<file path="src/rtl/axi4_stream_to_full.sv">
// AXI4-Stream slave to AXI4 memory-mapped write master: splits a beat count into INCR bursts.
// One FSM runs AW, then W (stream passed straight through), then B, strictly in sequence.
module axi4_stream_to_full #(
  parameter int C_AXI_DATA_WIDTH   = 32,
  parameter int C_M_AXI_ADDR_WIDTH = 32,
  parameter int C_M_AXI_BURST_LEN  = 16,
  parameter int C_M_AXI_ID_WIDTH   = 1,
  parameter int C_LEN_WIDTH        = 16
) (
  input  logic                            ACLK,
  input  logic                            ARESET,
  input  logic [C_M_AXI_ADDR_WIDTH-1:0]   write_address,
  input  logic [C_LEN_WIDTH-1:0]          write_beats,
  input  logic                            start_write,
  output logic                            output_idle,
  output logic                            write_done,
  output logic                            write_error,
  output logic                            tlast_mismatch,
  input  logic [C_AXI_DATA_WIDTH-1:0]     S_AXIS_TDATA,
  input  logic                            S_AXIS_TVALID,
  input  logic                            S_AXIS_TLAST,
  output logic                            S_AXIS_TREADY,
  output logic [C_M_AXI_ID_WIDTH-1:0]     M_AXI_AWID,
  output logic [C_M_AXI_ADDR_WIDTH-1:0]   M_AXI_AWADDR,
  output logic [7:0]                      M_AXI_AWLEN,
  output logic [2:0]                      M_AXI_AWSIZE,
  output logic [1:0]                      M_AXI_AWBURST,
  output logic                            M_AXI_AWVALID,
  input  logic                            M_AXI_AWREADY,
  output logic [C_AXI_DATA_WIDTH-1:0]     M_AXI_WDATA,
  output logic [C_AXI_DATA_WIDTH/8-1:0]   M_AXI_WSTRB,
  output logic                            M_AXI_WLAST,
  output logic                            M_AXI_WVALID,
  input  logic                            M_AXI_WREADY,
  input  logic [1:0]                      M_AXI_BRESP,
  input  logic                            M_AXI_BVALID,
  output logic                            M_AXI_BREADY
);

  localparam int BYTES = C_AXI_DATA_WIDTH / 8;
  localparam int SIZE  = $clog2(BYTES);
  localparam int ALIGN = $clog2(C_M_AXI_BURST_LEN * BYTES);
  // Start address is aligned to a full burst so no burst can straddle a 4KB boundary.
  localparam logic [C_M_AXI_ADDR_WIDTH-1:0] ALIGN_MASK =
    ~C_M_AXI_ADDR_WIDTH'((64'd1 << ALIGN) - 64'd1);

  typedef enum logic [2:0] {S_IDLE, S_ADDR, S_DATA, S_RESP, S_DONE} state_t;

  state_t                        state_q, state_d;
  logic [C_M_AXI_ADDR_WIDTH-1:0] addr_q, addr_d;
  logic [C_LEN_WIDTH-1:0]        remaining_q, remaining_d;
  logic [7:0]                    awlen_q, awlen_d;
  logic [7:0]                    beat_cnt_q, beat_cnt_d;
  logic                          write_error_q, write_error_d;
  logic                          tlast_mismatch_q, tlast_mismatch_d;

  logic [8:0] burst_beats;
  logic       w_hs;
  logic       final_beat;

  function automatic logic [7:0] burst_len_m1(input logic [C_LEN_WIDTH-1:0] rem);
    if (32'(rem) >= 32'(C_M_AXI_BURST_LEN)) return 8'(C_M_AXI_BURST_LEN - 1);
    return 8'(rem - C_LEN_WIDTH'(1));
  endfunction

  assign burst_beats = {1'b0, awlen_q} + 9'd1;
  assign w_hs        = (state_q == S_DATA) && S_AXIS_TVALID && M_AXI_WREADY;
  assign final_beat  = M_AXI_WLAST && (remaining_q == C_LEN_WIDTH'(burst_beats));

  always_ff @(posedge ACLK or posedge ARESET) begin
    if (ARESET) begin
      state_q          <= S_IDLE;
      addr_q           <= '0;
      remaining_q      <= '0;
      awlen_q          <= '0;
      beat_cnt_q       <= '0;
      write_error_q    <= 1'b0;
      tlast_mismatch_q <= 1'b0;
    end else begin
      state_q          <= state_d;
      addr_q           <= addr_d;
      remaining_q      <= remaining_d;
      awlen_q          <= awlen_d;
      beat_cnt_q       <= beat_cnt_d;
      write_error_q    <= write_error_d;
      tlast_mismatch_q <= tlast_mismatch_d;
    end
  end

  always_comb begin
    state_d          = state_q;
    addr_d           = addr_q;
    remaining_d      = remaining_q;
    awlen_d          = awlen_q;
    beat_cnt_d       = beat_cnt_q;
    write_error_d    = write_error_q;
    tlast_mismatch_d = tlast_mismatch_q;
    case (state_q)
      S_IDLE: begin
        if (start_write) begin
          write_error_d    = 1'b0;
          tlast_mismatch_d = 1'b0;
          if (write_beats != '0) begin
            addr_d      = write_address & ALIGN_MASK;
            remaining_d = write_beats;
            awlen_d     = burst_len_m1(write_beats);
            state_d     = S_ADDR;
          end else begin
            state_d = S_DONE;
          end
        end
      end
      S_ADDR: begin
        if (M_AXI_AWREADY) begin
          beat_cnt_d = '0;
          state_d    = S_DATA;
        end
      end
      S_DATA: begin
        if (w_hs) begin
          beat_cnt_d = beat_cnt_q + 8'd1;
          // TLAST must be high exactly on the last beat of the whole transfer.
          if (S_AXIS_TLAST != final_beat) tlast_mismatch_d = 1'b1;
          if (M_AXI_WLAST) state_d = S_RESP;
        end
      end
      S_RESP: begin
        if (M_AXI_BVALID) begin
          if (M_AXI_BRESP != 2'b00) write_error_d = 1'b1;
          addr_d      = addr_q + (C_M_AXI_ADDR_WIDTH'(burst_beats) << SIZE);
          remaining_d = remaining_q - C_LEN_WIDTH'(burst_beats);
          if (remaining_d == '0) begin
            state_d = S_DONE;
          end else begin
            awlen_d = burst_len_m1(remaining_d);
            state_d = S_ADDR;
          end
        end
      end
      S_DONE:  state_d = S_IDLE;
      default: state_d = S_IDLE;
    endcase
  end

  assign output_idle    = (state_q == S_IDLE);
  assign write_done     = (state_q == S_DONE);
  assign write_error    = write_error_q;
  assign tlast_mismatch = tlast_mismatch_q;

  assign M_AXI_AWID    = '0;
  assign M_AXI_AWADDR  = addr_q;
  assign M_AXI_AWLEN   = awlen_q;
  assign M_AXI_AWSIZE  = 3'(SIZE);
  assign M_AXI_AWBURST = 2'b01;
  assign M_AXI_AWVALID = (state_q == S_ADDR);

  assign M_AXI_WDATA   = S_AXIS_TDATA;
  assign M_AXI_WSTRB   = '1;
  assign M_AXI_WLAST   = (beat_cnt_q == awlen_q);
  assign M_AXI_WVALID  = (state_q == S_DATA) && S_AXIS_TVALID;
  assign S_AXIS_TREADY = (state_q == S_DATA) && M_AXI_WREADY;

  assign M_AXI_BREADY  = (state_q == S_RESP);

endmodule

</file>
<file path="config.mk">
export PLATFORM = sky130hd
export DESIGN_NAME = axi4_stream_to_full
export DESIGN_NICKNAME = d
export VERILOG_FILES = /design/src/rtl/axi4_stream_to_full.sv
export SDC_FILE = /design/constraint.sdc
export NUM_CORES = 1
export LEC_CHECK = 0
export CORE_MARGIN = 4
export CORE_UTILIZATION = 60
export DETAILED_ROUTE_END_ITERATION = 8
export DONT_BUFFER_PORTS = 1
export PLACE_DENSITY = 0.77
export SLEW_MARGIN = 20
export SYNTH_ARGS = -nofsm -noshare
export SYNTH_HDL_FRONTEND = slang
export SYNTH_SLANG_ARGS = --single-unit
</file>
<file path="constraint.sdc">
create_clock -name ACLK -period 4 [get_ports ACLK]
set_clock_uncertainty 0.1 [all_clocks]
set_input_delay 0.4 -clock ACLK [delete_from_list [all_inputs] [get_ports ACLK]]
set_output_delay 0.4 -clock ACLK [all_outputs]
set_load 0.02 [all_outputs]
</file>
* Word level (Yosys, flattened, before mapping)
Cells that the tools add are included.
Cells by class: mux-type cells 43, $lt $le $gt $ge 2, reduce and logical (&&, ||, !) cells 17, add/sub/neg operators 6, equality and inequality tests 16
Operators by type and width (count):
- 32-bit two-way mux | 3
- 8-bit two-way mux | 10
- 32-bit case mux with 2 select lines | 1
- 16-bit two-way mux | 3
- 32-bit by 11-bit adder with 32-bit output | 1
- 16-bit by 5-bit >= comparator with 1-bit output, second input constant | 2
- 16-bit case mux with 2 select lines | 1
- 8-bit case mux with 2 select lines | 2
- 3-bit two-way mux | 7
- 16-bit by 9-bit equality test with 1-bit output | 1
- 16-bit logical NOT | 1
- 16-bit nonzero test | 1
- 16-bit by 9-bit subtractor with 16-bit output | 1
- 8-bit by 1-bit subtractor with 8-bit output, second input constant | 2
- 1-bit two-way mux | 13
- 3-bit case mux with 4 select lines | 1
- 4-bit AND reduction | 3
- 2-bit != test, second input constant | 5
- 5-bit AND reduction | 2
- 8-bit by 1-bit adder with 9-bit output, second input constant | 1
- 8-bit by 1-bit adder with 8-bit output, second input constant | 1
- 8-bit equality test | 1
- 2-bit by 1-bit != test with 1-bit output, second input constant | 4
- 2-bit nonzero test | 4
- other kinds (8) | 13
Storage, ports and cells: output and inout bits 91, word-level logic and storage cells 91, register bits 69, bits of input ports 90

* Depth between registers and ports, before layout
Gate-level depths: netlist (run 1).
word-level depth 11, depth in mapped cells 15, mapped depth without buffers 14

* Worst setup path after synthesis (run 1)
OpenSTA, ideal clock, no wires.
kind reg2reg, from reg awlen_q[1] (netlist: M_AXI_AWLEN[1]), to reg awlen_q[1] (netlist: M_AXI_AWLEN[1]), data required time 3.775 ns, path slack 0.310 ns, data arrival time 3.465 ns, period minus slack after synthesis 3.690 ns, stages on the path, launching flop included 14, path through dfrtp_1 ha_1 nand3_1 xnor2_1 inv_1 ha_1 and2_4 a221o_1 or4_1 nand4_1 nand4_2 nor4_4 a21oi_2 mux2_4
On the way: word-level cells in the longest chain between the ends 11, elaborated cells on any way between the ends 15, classes of those cells 3 x add/sub; 1 x order compare; 1 x eq/ne; 8 x mux; 2 x reduce/logical
Ends and longest elaborated chain:
- from (decl) | line 52 | logic [7:0] awlen_q, awlen_d;
- from (signal assigned) | line 83 | awlen_q <= awlen_d;
- 8-bit by 1-bit adder with 9-bit output * | line 66 | assign burst_beats = {1'b0, awlen_q} + 9'd1;
- 16-bit by 9-bit subtractor with 16-bit output * | line 131 | remaining_d = remaining_q - C_LEN_WIDTH'(burst_beats);
- 16-bit by 5-bit >= comparator with 1-bit output | line 62 | if (32'(rem) >= 32'(C_M_AXI_BURST_LEN)) return 8'(C_M_AXI_BURST_LEN - 1);
- 1-bit two-way mux | line 62
- 1-bit two-way mux | line 132 | if (remaining_d == '0) begin
- 1-bit two-way mux | line 128 | if (M_AXI_BVALID) begin
- 1-bit two-way mux | line 98 | case (state_q)
- 8-bit two-way mux | line 63 | return 8'(rem - C_LEN_WIDTH'(1));
- 8-bit two-way mux | line 132
- 8-bit two-way mux | line 128
- 8-bit case mux with 2 select lines | line 98
Mark *: on every way between the ends. The rest lies on a longest branch, timed or not. The select of a mux whose other input is x is not followed. A chain may end at the register's enable or synchronous reset.

* Worst setup path after layout (run 1)
from reg awlen_q[1] (netlist: M_AXI_AWLEN[1]), to reg awlen_q[3] (netlist: M_AXI_AWLEN[3])
The elaborated chain is that of the path after synthesis.

==> metrics.cfg, run 1 <==
[clocking]
cts.sink_count = 67
h-tree-depth = 3
cts-root-buf = clkbuf_8
clkLatencyLatePin_ps = 350
postCtsHoldBufs = 0
clk_pin_slew_worst_paths_ps = 90
cts_buffers = 9
clockBufferDepth = 2
cts_tree = built

[power_and_ir_drop]
peakVddDrop_uv = 391.7
finalPower_w = 0.004234
pwr_density_cell_nw_per_um2 = 768.8
power_leakage_nw = 2.342

[floorplanning]
start_util_pct = 61.53
core-area_um2 = 8678
row_count = 34
io_pins = 181
die_w_um = 102.3
die-area_um2 = 10470
fp.dieH_um = 102.3

[global_routing]
antenna_found_initial = 0
grt_pass1_wl_mm = 22.39
grt_usage_pct = 27.16
overflow = 0
grt_pass1_vias = 4568
grt_max_degree = 50

[placement]
port_buffers = 0
gp_congestion = 0.9218
post-dp-hpwl_mm = 10.58
dp_slack_ps = 112.5
place_area_um2 = 5283

[critical_path]
crit_slowest_cell = dfrtp_2
crit_arrival_ps = 3950
end_kind = flop
crit_chain = ha_1 -> nand3_1 -> nor2_2 -> xor2_2 -> inv_1 -> ha_1 -> a21oi_1 -> buf_4 -> nor2_1 -> o31ai_1 -> and4_1 -> nand3_1 -> nor4b_4 -> a32oi_1 -> mux2_4
rr_startpoint = M_AXI_AWLEN[1]
crit_type = reg2reg
crit_fanout = 5
r2r_setup_slack_ps = 180
reg2reg_to = M_AXI_AWLEN[3]
cp.buffers_inverters = 2
cp_top_family = simple AND/OR/NAND/NOR gates
critPathLaunchType = flop
cp_slowest_stage_delay_ps = 430
crit_required_ps = 4130
reg2reg_depth = 15

[drt]
dr.pass1.iters = 5
wl_per_cell_um = 18.97
wirelength_mm = 14.12
num_vias = 4847
viasPerCell = 6.515
drt_iter0_drc = 385
ant_nets = 0
remaining_drc_errors = 0

[synth]
syn_inst = 655
post-synth-top-count-cell = dfrtp_1
synth_seq_cells = 67
synthTopCellsByArea = dfrtp_1, buf_4, ha_1
yosys_warnings = 0
synth-seq-area-share_pct = 31.40
syn_area_per_cell_um2 = 8.153
ys_types = 66
ys.flop_type = dfrtp_1
synth.top_cell.area_share_pct = 31.40
netlist_area_um2 = 5340
synth_area_leader_cell = dfrtp_1
yosys-top-cells-count = dfrtp_1, nor2_1, nand2_1
async_flop_share_pct = 100.0
synth_edf_count = 0

[status]
status = complete, but fails checks
failed_checks = negative hold slack

[timing]
min_period_ps = 3822
hold_violations = 9
setup_viol_count_final = 0
holdWs_ps = -18.58
tightest_slew_ps = 886.0
setup_slack_ps = 178.0
drv_slew = 0
slew_headroom_pct = 40.86
finalCritPeriodShare_pct = 95.55
max_freq_ghz = 0.2616

[cells_and_area]
diodes = 0
nets = 745
area_delta_synth_final_pct = 3.116
finalCoreUtilization_pct = 63.45
stdcell_area_um2 = 5507
drive_above_1_share_pct = 10.53

[worst_hold_path]
min_path_type = in2async

[flow_run]
maxCapViolations = 0

## per-layer routing
metal | vias to the layer above | track usage (%) | share of wire, %
met5 | - | 0 | 0
met2 | 244 | 43.58 | 46
met1 | 2315 | 34.96 | 42
met3 | 37 | 6.758 | 9.3
li1 | 2251 | - | -
met4 | 0 | 11.50 | 2.7
## cell families after synthesis
logic type | Yosys count | synth area share, %
and+or+nand+nor | 226 | 20.92
xor gates and xnor gates | 36 | 6.045
adders and majority gates | 24 | 5.904
DFF | 67 | 31.40
AOI/OAI and AO/OA | 184 | 22.17
muxes | 16 | 3.304
other | 2 | 0.1406
buffers and inverters | 100 | 10.12
## cells in the final DEF (no fill, tap or decap), types with 14 or more instances in the layout
master   count
dfrtp_1     64
nor2_1      64
inv_1       26
ha_1        22
buf_4       27
a31oi_1     14
a21oi_1     43
and3_1      15
nand2_1     59
nand3_1     24
xnor2_1     24
o21ai_0     46
## registers in the layout, indices dropped and copies added, names as in the netlist
register	count
state_q	3
write_error	1
remaining_q	16
M_AXI_AWLEN	8
tlast_mismatch	1
M_AXI_AWADDR	30
beat_cnt_q	8
## worst max path at each step
| stage | from | endpoint | slack (ps) | cells past startpoint |
|---|---|---|---|---|
| after global placement | M_AXI_AWLEN[1] | M_AXI_AWLEN[3] | 180 | 13 |
| after floorplan | M_AXI_AWLEN[1] | M_AXI_AWLEN[1] | 310 | 13 |
| after detailed placement | M_AXI_AWLEN[1] | M_AXI_AWLEN[3] | 110 | 15 |
| after CTS | M_AXI_AWLEN[1] | M_AXI_AWLEN[3] | 80 | 15 |
| final | M_AXI_AWLEN[1] | M_AXI_AWLEN[3] | 180 | 15 |
| after global routing | M_AXI_AWLEN[1] | M_AXI_AWLEN[3] | -20 | 15 |
## layout make-up
| cell class | count | area, um2 |
|---|---|---|
| Tap cell | 108 | 135.1 |
| Timing Repair Buffer | 27 | 202.7 |
| Sequential cell | 67 | 1680 |
| Clock inverter | 7 | 53.80 |
| Inverter | 28 | 106.4 |
| Clock buffer | 9 | 123.9 |
| Multi-Input combinational cell | 498 | 3204 |
| Fill cell | 733 | 3172 |
## stage by stage
stage / setup TNS [ps] / instances / hold slack (ps)
after global placement: 0 / 728 / 374.5
final: 0 / 744 / -18.58
after floorplan: 0 / 665 / 356.3
after CTS: 0 / 744 / 43.60
after global routing: -20.56 / 744 / 42.51
after detailed placement: 0 / 728 / 390.9
## where the power goes
| part | internal, W | switching, W | leakage [nW] | total (W) |
|---|---|---|---|---|
| combinational | 0.000932 | 0.00137 | 1.45 | 0.00230 |
| clock | 0.000228 | 0.000294 | 0.0818 | 0.000522 |
| sequential | 0.000927 | 0.000481 | 0.807 | 0.00141 |
## timing repair
| item | 4_1_cts | 5_1_grt |
|---|---|---|
| buffers inserted | 0 | 0 |
| hold endpoints to repair | 0 | 0 |
| setup endpoints to repair | 0 | 8 |
| gates resized for setup | 0 | 9 |
No activity file was read; power rests on OpenSTA's default activity.
==> inputs of run 2 (changes only) <==
--- a/config.mk
+++ b/config.mk
@@ -10,6 +10,7 @@
 export DETAILED_ROUTE_END_ITERATION = 8
 export DONT_BUFFER_PORTS = 1
 export PLACE_DENSITY = 0.77
+export SKIP_LAST_GASP = 1
 export SLEW_MARGIN = 20
 export SYNTH_ARGS = -nofsm -noshare
 export SYNTH_HDL_FRONTEND = slang
==> results of run 2 <==
The final DEF is identical to that of run 1; final timing and power are the same.
